[config.mk]
export PLATFORM = sky130hd
export DESIGN_NAME = trap_eval_pipe
export DESIGN_NICKNAME = d
export VERILOG_FILES = /design/src/rtl/trap_eval_pipe_pkg.sv /design/src/rtl/trap_eval_pipe_compare.sv /design/src/rtl/trap_eval_pipe.sv
export SDC_FILE = /design/constraint.sdc
export NUM_CORES = 1
export LEC_CHECK = 0
export ABC_CLOCK_PERIOD_IN_PS = 3300
export CORE_ASPECT_RATIO = 1.25
export CORE_MARGIN = 4
export CORE_UTILIZATION = 25
export DETAILED_ROUTE_END_ITERATION = 8
export HOLD_SLACK_MARGIN = 0.03
export PLACE_DENSITY = 0.42
export SYNTH_ARGS = -nofsm -noshare
export SYNTH_HDL_FRONTEND = slang
export SYNTH_HIERARCHICAL = 1
export SYNTH_SLANG_ARGS = --single-unit
[constraint.sdc]
create_clock -name clk -period 3.3 [get_ports clk]
set_input_delay 0.33 -clock clk [delete_from_list [all_inputs] [get_ports clk]]
set_output_delay 0.33 -clock clk [all_outputs]
set_load 0.03 [all_outputs]
[src/rtl/trap_eval_pipe_pkg.sv]
`default_nettype none
// +------------------------------------------------------------------------+
// | Package : Pu_types                                                     |
// | Purpose : Shared types for the fixed-point trap path.                  |
// |           - Trap_to: the 5-bit TO field.                               |
// |           - TO_* : bit positions of each condition inside Trap_to.     |
// |           - pack_flags(): places the compare flags at those bits.      |
// | Revision: 1.0 - initial release                                        |
// +------------------------------------------------------------------------+
package Pu_types;

  typedef logic [4:0] Trap_to;

  localparam int TO_LT  = 4;  // a <  b, signed
  localparam int TO_GT  = 3;  // a >  b, signed
  localparam int TO_EQ  = 2;  // a == b
  localparam int TO_LTU = 1;  // a <  b, unsigned
  localparam int TO_GTU = 0;  // a >  b, unsigned

  function automatic Trap_to pack_flags(input logic lt_s, input logic gt_s,
                                        input logic eq, input logic lt_u,
                                        input logic gt_u);
    Trap_to f;
    f         = '0;
    f[TO_LT]  = lt_s;
    f[TO_GT]  = gt_s;
    f[TO_EQ]  = eq;
    f[TO_LTU] = lt_u;
    f[TO_GTU] = gt_u;
    return f;
  endfunction

endpackage
`default_nettype wire

[src/rtl/trap_eval_pipe_compare.sv]
`default_nettype none
// +------------------------------------------------------------------------+
// | Module  : trap_compare                                                 |
// | Purpose : Combinational Power trap-condition compare.                  |
// | Ports   : a, b  [DATA_W] operands                                      |
// |           dword          1 = 64-bit compare, 0 = word compare          |
// |           to    [5]      TO field selecting the conditions             |
// |           cause [5]      to AND compare flags                          |
// | Config  : NUX_TRAP_DWORD_EN enables the 64-bit compare path; without   |
// |           it dword is ignored and only bits [31:0] are compared.       |
// | Revision: 1.0 - initial release                                        |
// +------------------------------------------------------------------------+
module trap_compare
  import Pu_types::*;
#(
  parameter int DATA_W = 32
) (
  input  logic [DATA_W-1:0] a,
  input  logic [DATA_W-1:0] b,
  input  logic              dword,
  input  Trap_to            to,
  output Trap_to            cause
);

  // Word compare: signed flags read the low word as a two's complement value,
  // unsigned flags read it as a plain magnitude; bits above 31 never matter.
  logic signed [31:0] w_a_lo_s;
  logic signed [31:0] w_b_lo_s;
  Trap_to             w_word_flags;
  Trap_to             w_flags;

  assign w_a_lo_s     = a[31:0];
  assign w_b_lo_s     = b[31:0];
  assign w_word_flags = pack_flags(w_a_lo_s < w_b_lo_s, w_a_lo_s > w_b_lo_s,
                                   a[31:0] == b[31:0], a[31:0] < b[31:0],
                                   a[31:0] > b[31:0]);

`ifdef NUX_TRAP_DWORD_EN
  if (DATA_W >= 64) begin : g_dword
    logic signed [63:0] w_a_s;
    logic signed [63:0] w_b_s;
    Trap_to             w_dword_flags;

    assign w_a_s         = a[63:0];
    assign w_b_s         = b[63:0];
    assign w_dword_flags = pack_flags(w_a_s < w_b_s, w_a_s > w_b_s,
                                      a[63:0] == b[63:0], a[63:0] < b[63:0],
                                      a[63:0] > b[63:0]);
    assign w_flags       = dword ? w_dword_flags : w_word_flags;
  end else begin : g_word_only
    assign w_flags = w_word_flags;
  end
`else
  assign w_flags = w_word_flags;
`endif

  assign cause = to & w_flags;

  // Operand bits and dword that a given build does not compare.
  logic w_unused;
  assign w_unused = ^{dword, a, b};

endmodule
`default_nettype wire

[src/rtl/trap_eval_pipe.sv]
`default_nettype none
// +------------------------------------------------------------------------+
// | Module  : trap_eval_pipe                                               |
// | Purpose : Two-stage trap evaluator. S1 registers the operand pair, S2  |
// |           registers the compare result. A trapping S2 entry holds      |
// |           trap_req until trap_ack or flush; a clean entry pulses       |
// |           done_valid for one cycle.                                    |
// | Ports   : clk, reset (sync, active low)                                |
// |           in_valid/in_ready, in_a, in_b, in_to, in_dword, in_tag       |
// |           flush            drop every in-flight entry                  |
// |           trap_req/trap_tag/trap_cause, trap_ack                       |
// |           done_valid/done_tag                                          |
// |           trap_count       saturating count of acknowledged traps      |
// | Config  : NUX_TRAP_DWORD_EN enables in_dword (64-bit compare).         |
// | Revision: 1.0 - initial release                                        |
// +------------------------------------------------------------------------+
module trap_eval_pipe
  import Pu_types::*;
#(
  parameter int DATA_W = 32,
  parameter int TAG_W  = 6,
  parameter int CNT_W  = 16
) (
  input  logic              clk,
  input  logic              reset,
  input  logic              in_valid,
  output logic              in_ready,
  input  logic [DATA_W-1:0] in_a,
  input  logic [DATA_W-1:0] in_b,
  input  logic [4:0]        in_to,
  input  logic              in_dword,
  input  logic [TAG_W-1:0]  in_tag,
  input  logic              flush,
  output logic              trap_req,
  output logic [TAG_W-1:0]  trap_tag,
  output logic [4:0]        trap_cause,
  input  logic              trap_ack,
  output logic              done_valid,
  output logic [TAG_W-1:0]  done_tag,
  output logic [CNT_W-1:0]  trap_count
);

  localparam logic [CNT_W-1:0] CNT_MAX = {CNT_W{1'b1}};

  logic              s1_valid_q, s1_valid_d;
  logic [DATA_W-1:0] s1_a_q, s1_b_q;
  Trap_to            s1_to_q;
  logic              s1_dword_q;
  logic [TAG_W-1:0]  s1_tag_q;

  logic              s2_valid_q, s2_valid_d;
  logic              s2_trap_q;
  Trap_to            s2_cause_q;
  logic [TAG_W-1:0]  s2_tag_q;

  logic [CNT_W-1:0]  count_q, count_d;

  Trap_to            w_cause;
  logic              w_accept;
  logic              w_s1_adv;
  logic              w_taken;

  trap_compare #(.DATA_W(DATA_W)) u_cmp (
    .a     (s1_a_q),
    .b     (s1_b_q),
    .dword (s1_dword_q),
    .to    (s1_to_q),
    .cause (w_cause)
  );

  // A clean S2 entry always leaves after its done cycle, so only an
  // unacknowledged trap blocks S1; this keeps full throughput without traps.
  assign w_s1_adv = s1_valid_q & (~s2_valid_q | ~s2_trap_q | trap_ack);
  assign in_ready = ~s1_valid_q | w_s1_adv;
  assign w_accept = in_valid & in_ready;
  assign w_taken  = trap_req & trap_ack;

  assign trap_req   = s2_valid_q & s2_trap_q;
  assign trap_tag   = trap_req ? s2_tag_q : '0;
  assign trap_cause = trap_req ? s2_cause_q : '0;
  assign done_valid = s2_valid_q & ~s2_trap_q;
  assign done_tag   = done_valid ? s2_tag_q : '0;
  assign trap_count = count_q;

  always_comb begin
    s1_valid_d = s1_valid_q;
    s2_valid_d = s2_valid_q;
    if (s2_valid_q && (!s2_trap_q || trap_ack)) s2_valid_d = 1'b0;
    if (w_s1_adv) begin
      s2_valid_d = 1'b1;
      s1_valid_d = 1'b0;
    end
    if (w_accept) s1_valid_d = 1'b1;
    // Flush wins over everything, including a same-cycle handshake.
    if (flush) begin
      s1_valid_d = 1'b0;
      s2_valid_d = 1'b0;
    end
  end

  // A trap acknowledged in a flush cycle still counts as taken.
  always_comb begin
    count_d = count_q;
    if (w_taken && (count_q != CNT_MAX)) count_d = count_q + CNT_W'(1);
  end

  always_ff @(posedge clk) begin
    if (!reset) begin
      s1_valid_q <= 1'b0;
      s1_a_q     <= '0;
      s1_b_q     <= '0;
      s1_to_q    <= '0;
      s1_dword_q <= 1'b0;
      s1_tag_q   <= '0;
      s2_valid_q <= 1'b0;
      s2_trap_q  <= 1'b0;
      s2_cause_q <= '0;
      s2_tag_q   <= '0;
      count_q    <= '0;
    end else begin
      s1_valid_q <= s1_valid_d;
      s2_valid_q <= s2_valid_d;
      count_q    <= count_d;
      if (w_accept) begin
        s1_a_q     <= in_a;
        s1_b_q     <= in_b;
        s1_to_q    <= in_to;
        s1_dword_q <= in_dword;
        s1_tag_q   <= in_tag;
      end
      if (w_s1_adv) begin
        s2_trap_q  <= |w_cause;
        s2_cause_q <= w_cause;
        s2_tag_q   <= s1_tag_q;
      end
    end
  end

endmodule
`default_nettype wire
# Word level (Yosys, flattened, before mapping)
# Index checks and enable logic that the tools add are counted.
# word_totals
in_bits	81
reg_bits	105
# op_classes
reduce_logical	8
n_eq_ne	2
mux	7
bitwise_logic	13
add_sub_neg	1
n_lt_le_gt_ge	4
# op_table
cell	count
> comparator 32 bit	2
< comparator 32 bit	2
== test 32 bit	1
adder 16 x 1 -> 16 bit (second input constant)	1
inequality test 16 bit (second input constant)	1
two-way mux 6 bit	2
AND 1 bit	5
AND 5 bit	1
two-way mux 5 bit	1
OR reduction 5 bit	1
two-way mux 1 bit	4
NOT 1 bit	4
nonzero test 2 bit	2
bitwise OR 1 bit	3
logical AND 1 bit	2
OR reduction 2 bit	1
zero test 1 bit	1
logical OR 1 bit	1

# Longest topological paths before layout
# Gate-level depths: netlist (run 1).
# depth
depth_word	7
ltp_mapped	10
mapped_depth_nobuf	10

# Modules after synthesis
# The synthesis (run 1) kept the hierarchy.
# modules_own_cells
module	area_each_um2	seq_area_each_um2	n_inst	cells_per_inst
trap_eval_pipe	4026.4	2122.0	1	512
trap_compare	865.8	0.0	1	125

# Worst setup path before layout (run 1)
# No wires, ideal clock.
# synth_timing
kind	register to register
from	reg s1_b_q[14]
to	reg s2_trap_q
required_ps	3163
path_stages_with_launch	11
setup_ps	137
arrival_time_ps	2170
path_slack_ps	994
period_less_slack_ps	2306
path_cell_list	dfxtp_1 > inv_1 > ha_1 > a21oi_1 > nand2_1 > a221o_1 > o31a_1 > or3_1 > and3_1 > nor2_1 > a31oi_1
# synth_between
elab_chain_len	3
elab_cells_between_ends	7
cone_classes	4 x order compare; 1 x eq/ne; 1 x bitwise; 1 x reduce/logical
# synth_rtl
item	line	source
start: declaration	trap_eval_pipe.sv:46	logic [DATA_W-1:0] s1_a_q, s1_b_q;
start signal: assignment	trap_eval_pipe.sv:126	s1_b_q <= in_b;
< comparator 32 bit	trap_eval_pipe_compare.sv:34	assign w_word_flags = pack_flags(w_a_lo_s < w_b_lo_s, w_a_lo_s > w_b_lo_s,
AND 5 bit	trap_eval_pipe_compare.sv:57	assign cause = to & w_flags;
via w_cause[4]	trap_eval_pipe.sv:58	Trap_to w_cause;
OR reduction 5 bit	trap_eval_pipe.sv:132	s2_trap_q <= |w_cause;
end signal: assignment	trap_eval_pipe.sv:132	
end: declaration	trap_eval_pipe.sv:52	logic s2_trap_q;
# The timed path passes the listed nets, and every way through them passes these cells.
# A chain may end at the register's enable or synchronous reset.

# Worst setup path in the final report (run 1)
# layout_timing
from	reg s2_valid_q
to	out done_tag[5]
# layout_between
elab_chain_len	2
# layout_rtl
item	line	source
start: declaration	trap_eval_pipe.sv:51	logic s2_valid_q, s2_valid_d;
start signal: assignment	trap_eval_pipe.sv:122	s2_valid_q <= s2_valid_d;
AND 1 bit	trap_eval_pipe.sv:81	assign done_valid = s2_valid_q & ~s2_trap_q;
two-way mux 6 bit	trap_eval_pipe.sv:82	assign done_tag = done_valid ? s2_tag_q : '0;
end: declaration	trap_eval_pipe.sv:39	output logic [TAG_W-1:0] done_tag,
# Every way passes these cells.

==> results of run 1 <==
[through the flow]
step                      std cells  utilization [%]  instance area, um2  worst slack, ns
after floorplan                 633                -                4860            0.994
after global placement          952             33.0                6240            0.737
after detailed placement        952             33.0                6240            0.747
after CTS                       968             34.7                6560            0.705
after global routing            968             34.7                6560            0.594
final                           968             34.7                6560            0.730
[final cells by class]
cell class	instances	area share, %
Multi-Input combinational cell	452	37.4
Sequential cell	105	32.0
Clock inverter	5	1.20
Inverter	41	2.35
Timing Repair Buffer	122	18.9
Clock buffer	11	3.70
Tap cell	232	4.42
[registers in the layout, indices dropped and copies added, names as in the netlist]
signal	flops
s1_a_q	32
s1_b_q	32
s1_tag_q	6
s1_to_q	5
s1_valid_q	1
s2_cause_q	5
s2_tag_q	6
s2_trap_q	1
s2_valid_q	1
trap_count	16
[worst paths after layout]
check | end | cells past startpoint | slack (ns)
min | s2_cause_q[3] | 2 | 0.45
max | done_tag[5] | 3 | 0.73
max reg2reg | s2_trap_q | 9 | 0.78
min reg2reg | s2_cause_q[3] | 2 | 0.45
[power groups by stage]
| stage | clock network [mW] | logic (mW) | registers (mW) |
|---|---|---|---|
| final | 1.16 | 0.353 | 1.35 |
| after global routing | 1.25 | 0.403 | 1.36 |
| after CTS | 1.21 | 0.364 | 1.35 |
| after detailed placement | 0 | 0.362 | 1.38 |
| after global placement | 0 | 0.358 | 1.38 |
| after floorplan | 0 | 0.197 | 1.37 |
[per-layer routing]
metal / track usage (%) / up-vias / share of wire [%]
met4: 3.92 / 0 / 1.3
met5: 0 / - / 0
met1: 14.9 / 2049 / 47
met3: 3.03 / 13 / 4.3
li1: - / 2322 / -
met2: 21.1 / 103 / 48
[layout by cell type, fill, tap and decap left out, types with 2 or more instances in the layout]
cell	count
nand2b_1	5
or3_1	6
bufinv_16	2
a21oi_1	110
nand3_1	10
clkdlybuf4s50_1	115
clkbuf_16	9
nor3_1	2
mux2i_1	4
dfxtp_1	105
or4_1	5
nor2b_1	3
inv_1	40
or3_2	2
nand4_1	11
ha_1	33
buf_4	4
o31ai_1	4
nand2_1	188
nor2_1	9
buf_12	3
and2_1	7
clkinv_2	2
and3_1	15
o21ai_0	14
nor4_1	4
[worst max-delay path, stage by stage (launching register included)]
cell and delay, ns:
dfxtp_1 0.60, nor2b_1 0.40, and2_1 0.20, clkdlybuf4s50_1 0.68
==> reports/metrics.yaml, run 1 <==
status: "completed"
p_per_area_nw_per_um2: 437
worstPathMaxFanout: 16
timing.final.crit_share_pct: 77.9
fmax_mhz: 389
holdBufCountCts: 0
cp.arrival_ns: 2.24
hp-start: "s2_cause_q[3]"
dr.first_iter.drc_count: 152
p_sw_mw: 0.684
finalNetCount: 845
clock_skew_ns: 0.00660
pwr-share-seq_pct: 47.1
power.internal_mw: 2.18
grt_max_degree: 63
clk_path_buf_depth: 2
clock_latency_ns: 0.35
via_count: 4487
portBuffers: 115
regArea_um2: 2100
total_power_mw: 2.86
track_usage_pct: 12.2
syn_avg_cell_area_um2: 7.68
avgRoutedWirePerCell_um: 13.7
ir_worst_vdd_mv: 0.219
grt_pass1_wl_um: 21600
syn_nets: 747
slew_headroom_pct: 52.5
end_kind: "output port"
syn-instance-count: 633
clkPwrFrac_pct: 40.6
synth_area_um2: 4860
area_delta_synth_final_pct: 35.0
drive_gt1_share_pct: 3.80
io_pins: 117
ys_warn_count: 6
dp_hpwl_um: 9950
cp-start-kind: "flip-flop"
antenna_left: 0
hp-class: "flip-flop to flip-flop"
drc_errors: 0
required_ns: 2.97
leakagePower_nw: 2.52
die_h_um: 164
tritoncts: "yes"
fin_hold_ws_ns: 0.452
drt_pass1_iterations: 5
rr_startpoint: "s1_b_q[14]"
cts_buffers: 9
fin_tns_setup_ns: 0
max-cap-violations: 0
die_area_um2: 21700
fill_cells: 2063
multi_input_area_um2: 2450
drt_wl_total_um: 13300
hold_violations: 0
cp-startpoint: "s2_valid_q"
postCtsSetupBuffers: 0
grt-ovfl-total: 0
rsz0062_at_grt: "false"
p_sw_share_pct: 23.9
gp_congestion: 0.756
cts.sinks: 105
antenna_found_initial: 0
start_util_pct: 25.7
clk_pin_slew_ns: 0.07
crit_type: "flip-flop to output port"
cts-resized-gates: 0
drv_slew: 0
routed_via_density: 4.64
fp.dieW_um: 133
setup_violations: 0
pwr-share-comb_pct: 12.3
core_um2: 18900
grt_pass1_vias: 4530
tightest_slew_ns: 0.712
antenna_cells: 0
num_rows: 56
fin_crit_ns: 2.57
h-tree-depth: 3
cts_root_buffer: "clkbuf_16"
No activity file was read; power rests on OpenSTA's default activity.
==> inputs of run 2 (changes only) <==
--- a/config.mk
+++ b/config.mk
@@ -5,13 +5,13 @@
 export SDC_FILE = /design/constraint.sdc
 export NUM_CORES = 1
 export LEC_CHECK = 0
-export ABC_CLOCK_PERIOD_IN_PS = 3300
+export ABC_CLOCK_PERIOD_IN_PS = 2100
 export CORE_ASPECT_RATIO = 1.25
 export CORE_MARGIN = 4
 export CORE_UTILIZATION = 25
 export DETAILED_ROUTE_END_ITERATION = 8
 export HOLD_SLACK_MARGIN = 0.03
-export PLACE_DENSITY = 0.42
+export PLACE_DENSITY = 0.44
 export SYNTH_ARGS = -nofsm -noshare
 export SYNTH_HDL_FRONTEND = slang
 export SYNTH_HIERARCHICAL = 1
==> constraint.sdc (replaced) <==
create_clock -name clk -period 2.1 [get_ports clk]
set_input_delay 0.21 -clock clk [delete_from_list [all_inputs] [get_ports clk]]
set_output_delay 0.21 -clock clk [all_outputs]
set_load 0.03 [all_outputs]
==> run 2 against run 1 <==
Compared with the run above:
- the flow now finishes with violations (setup timing)
- sequential power up 58%
- die area unchanged
- total power up 51%
- critical path depth up 6
- clock skew up 0.00066 ns
- wire length up 4.3%
- global-route usage up 0.52 points
- critical path type is now flip-flop to flip-flop
- critical endpoint is now s2_trap_q
==> reports/metrics.yaml, run 2 (same netlist as run 1, synthesis figures left out) <==
start_util_pct: 25.7  # unchanged
p_sw_share_pct: 25.3  # +1.4 points
rr_startpoint: "s1_b_q[9]"
rsz0062_at_grt: "true"
regToRegEndpoint: "s2_trap_q"
antenna_left: 0  # unchanged
timing.final.crit_share_pct: 112
setup_slack_ns: -0.259  # -0.989 ns
crit_type: "flip-flop to flip-flop"
slew_headroom_pct: 64.5  # +12 points
dr.first_iter.drc_count: 178  # +17%
h-tree-depth: 3  # unchanged
hp-class: "input port to flip-flop"
antenna_found_initial: 0  # unchanged
fin_crit_ns: 2.36
drc_errors: 0  # unchanged
hold_violations: 0  # unchanged
gp_congestion: 0.776  # +2.7%
grt-ovfl-total: 0  # unchanged
multi_input_area_um2: 2720  # +11%
pwr-share-seq_pct: 49.2  # +2.1 points
hp-start: "in_b[14]"
portBuffers: 115  # unchanged
clkPwrFrac_pct: 34.9  # -5.7 points
routed_via_density: 4.65  # +0.33%
area_delta_synth_final_pct: 44.0
worstPathMaxFanout: 2  # -14
p_sw_mw: 1.10  # +60%
leakagePower_nw: 2.67  # +6.2%
max-cap-violations: 0  # unchanged
critPathBufInv: 1  # unchanged
required_ns: 2.37  # -0.60 ns
cts.sinks: 105  # unchanged
cp.arrival_ns: 2.63  # +0.39 ns
avgRoutedWirePerCell_um: 14.0  # +1.9%
fin_tns_setup_ns: -1.33  # -1.33 ns
grt_pass1_wl_um: 22500  # +3.8%
dp_hpwl_um: 10300  # +3.3%
violations: "setup timing"
cp_common_cell: "or4_4"
clock_latency_ns: 0.35  # about the same
fill_cells: 1985  # -3.8%
r2r_slack_ns: -0.26  # -1.04 ns
io_pins: 117  # unchanged
num_rows: 56  # unchanged
grt_max_degree: 50  # -21%
cp-start-kind: "flip-flop"
cts_buffers: 9  # unchanged
holdPathEnd: "s1_b_q[14]"
tritoncts: "yes"
die_area_um2: 21700  # unchanged
clk_path_buf_depth: 2  # unchanged
final_cell_mix: "nand2_1, clkdlybuf4s50_1, a21oi_1, dfxtp_1, inv_1"
cts_root_buffer: "clkbuf_16"
slowest_delay_ns: 0.55  # -0.13 ns
final_common_cell: "nand2_1"
ir_worst_vdd_mv: 0.353  # +61%
hold_depth: 3  # +1
crit_family: "simple AND/OR/NAND/NOR gates"
reg2regPathDepth: 9  # unchanged
die_h_um: 164  # unchanged
end_kind: "flip-flop"
track_usage_pct: 12.7  # +0.52 points
core_um2: 18900  # unchanged
crit_chain: "inv_1, ha_4, nand4_1, or4_4, or4_4, nor2_4, and2_4, nor3_1, a31oi_1"
grt_pass1_vias: 4621  # +2.0%
drt_pass1_iterations: 4  # -1
antenna_cells: 0  # unchanged
fp.dieW_um: 133  # unchanged
p_per_area_nw_per_um2: 620  # +42%
clk_pin_slew_ns: 0.07  # about the same
status: "complete, but fails checks"
power.internal_mw: 3.24  # +48%
tightest_slew_ns: 0.532  # -0.180 ns
setup_violations: 13  # +13
postLayoutCoreUtil_pct: 37.0  # +2.3 points
drt_wl_total_um: 13800  # +4.3%
regArea_um2: 2120  # +1.1%
fmax_mhz: 424
finalNetCount: 868  # +2.7%
cpMaxStageDelayCell: "or4_4"
drive_gt1_share_pct: 15.4  # +12 points
pwr-share-comb_pct: 15.8  # +3.5 points
via_count: 4609  # +2.7%
cp.depth: 9  # +6
clock_skew_ns: 0.00726  # +0.000662 ns
drv_slew: 0  # unchanged
==> run 2: cell types whose count changed in the layout (fill, tap and decap cells not counted), sizes merged <==
cell | before | now
buf | 7 | 36
bufinv | 2 | 0
clkbuf | 11 | 12
clkdlybuf4s50 | 115 | 108
clkinv | 3 | 4
dlymetal6s2s | 0 | 1
==> run 2: per-stage QoR <==
stage | hold WS [ns] | instances | instance area [um2] | total power, mW | worst slack, ns
2_1_floorplan | 0.337 | 633 | 4900 | 2.47 | -0.0868
3_3_place_gp | 0.444 | 970 | 6450 | 2.79 | -0.285
3_5_place_dp | 0.447 | 970 | 6450 | 2.80 | -0.339
4_1_cts | 0.383 | 986 | 6820 | 4.38 | -0.260
5_1_grt | 0.384 | 991 | 7000 | 4.58 | -0.391
6_report | 0.400 | 991 | 7000 | 4.34 | -0.259
==> run 2: final cells by class <==
| type | instances | share of cell area (%) |
|---|---|---|
| multi-input cells | 452 | 38.9 |
| flip-flops and latches | 105 | 30.4 |
| repair buffers | 145 | 20.7 |
| well taps | 232 | 4.15 |
| clock buffers | 12 | 3.38 |
| inverters | 41 | 2.20 |
| clock inverters | 4 | 0.286 |
==> run 2: worst max-delay path by stage <==
stage,startpoint,endpoint
5_1_grt,s1_b_q[30],s2_trap_q
3_3_place_gp,s1_b_q[15],s2_trap_q
3_5_place_dp,s1_b_q[15],s2_trap_q
6_report,s1_b_q[9],s2_trap_q
2_1_floorplan,s1_b_q[5],s2_trap_q
4_1_cts,s1_b_q[14],s2_trap_q
==> run 2: power groups by stage <==
stage	Clock (mW)	Sequential [mW]	Combinational [mW]
after CTS	1.59	2.13	0.654
after global placement	0	2.17	0.620
after detailed placement	0	2.17	0.627
final	1.52	2.13	0.685
after global routing	1.67	2.15	0.765
after floorplan	0	2.15	0.317
==> run 2: worst register-to-register path, cell delays in order (launching register included) <==
cell and delay, ns:
dfxtp_2 0.33, inv_1 0.07, ha_4 0.27, nand4_1 0.12
or4_4 0.55, or4_4 0.46, nor2_4 0.13, and2_4 0.15
nor3_1 0.04, a31oi_1 0.17
==> run 2: metal layers <==
layer  GRT usage [%]  vias up  routed length (um)
met3            3.06       18                 598
met2            21.6      104                6700
met4            4.30        0                 226
li1                -     2367                   -
met1            15.8     2120                6310
met5               0        -                   0
==> run 2: repair_timing <==
| item | 4_1_cts | 5_1_grt |
|---|---|---|
| gates resized for setup | 30 | 32 |
| hold buffers | 0 | 0 |
| endpoints found under the setup margin | 18 | 22 |
| pin swaps | 6 | 13 |
| setup buffers | 0 | 5 |
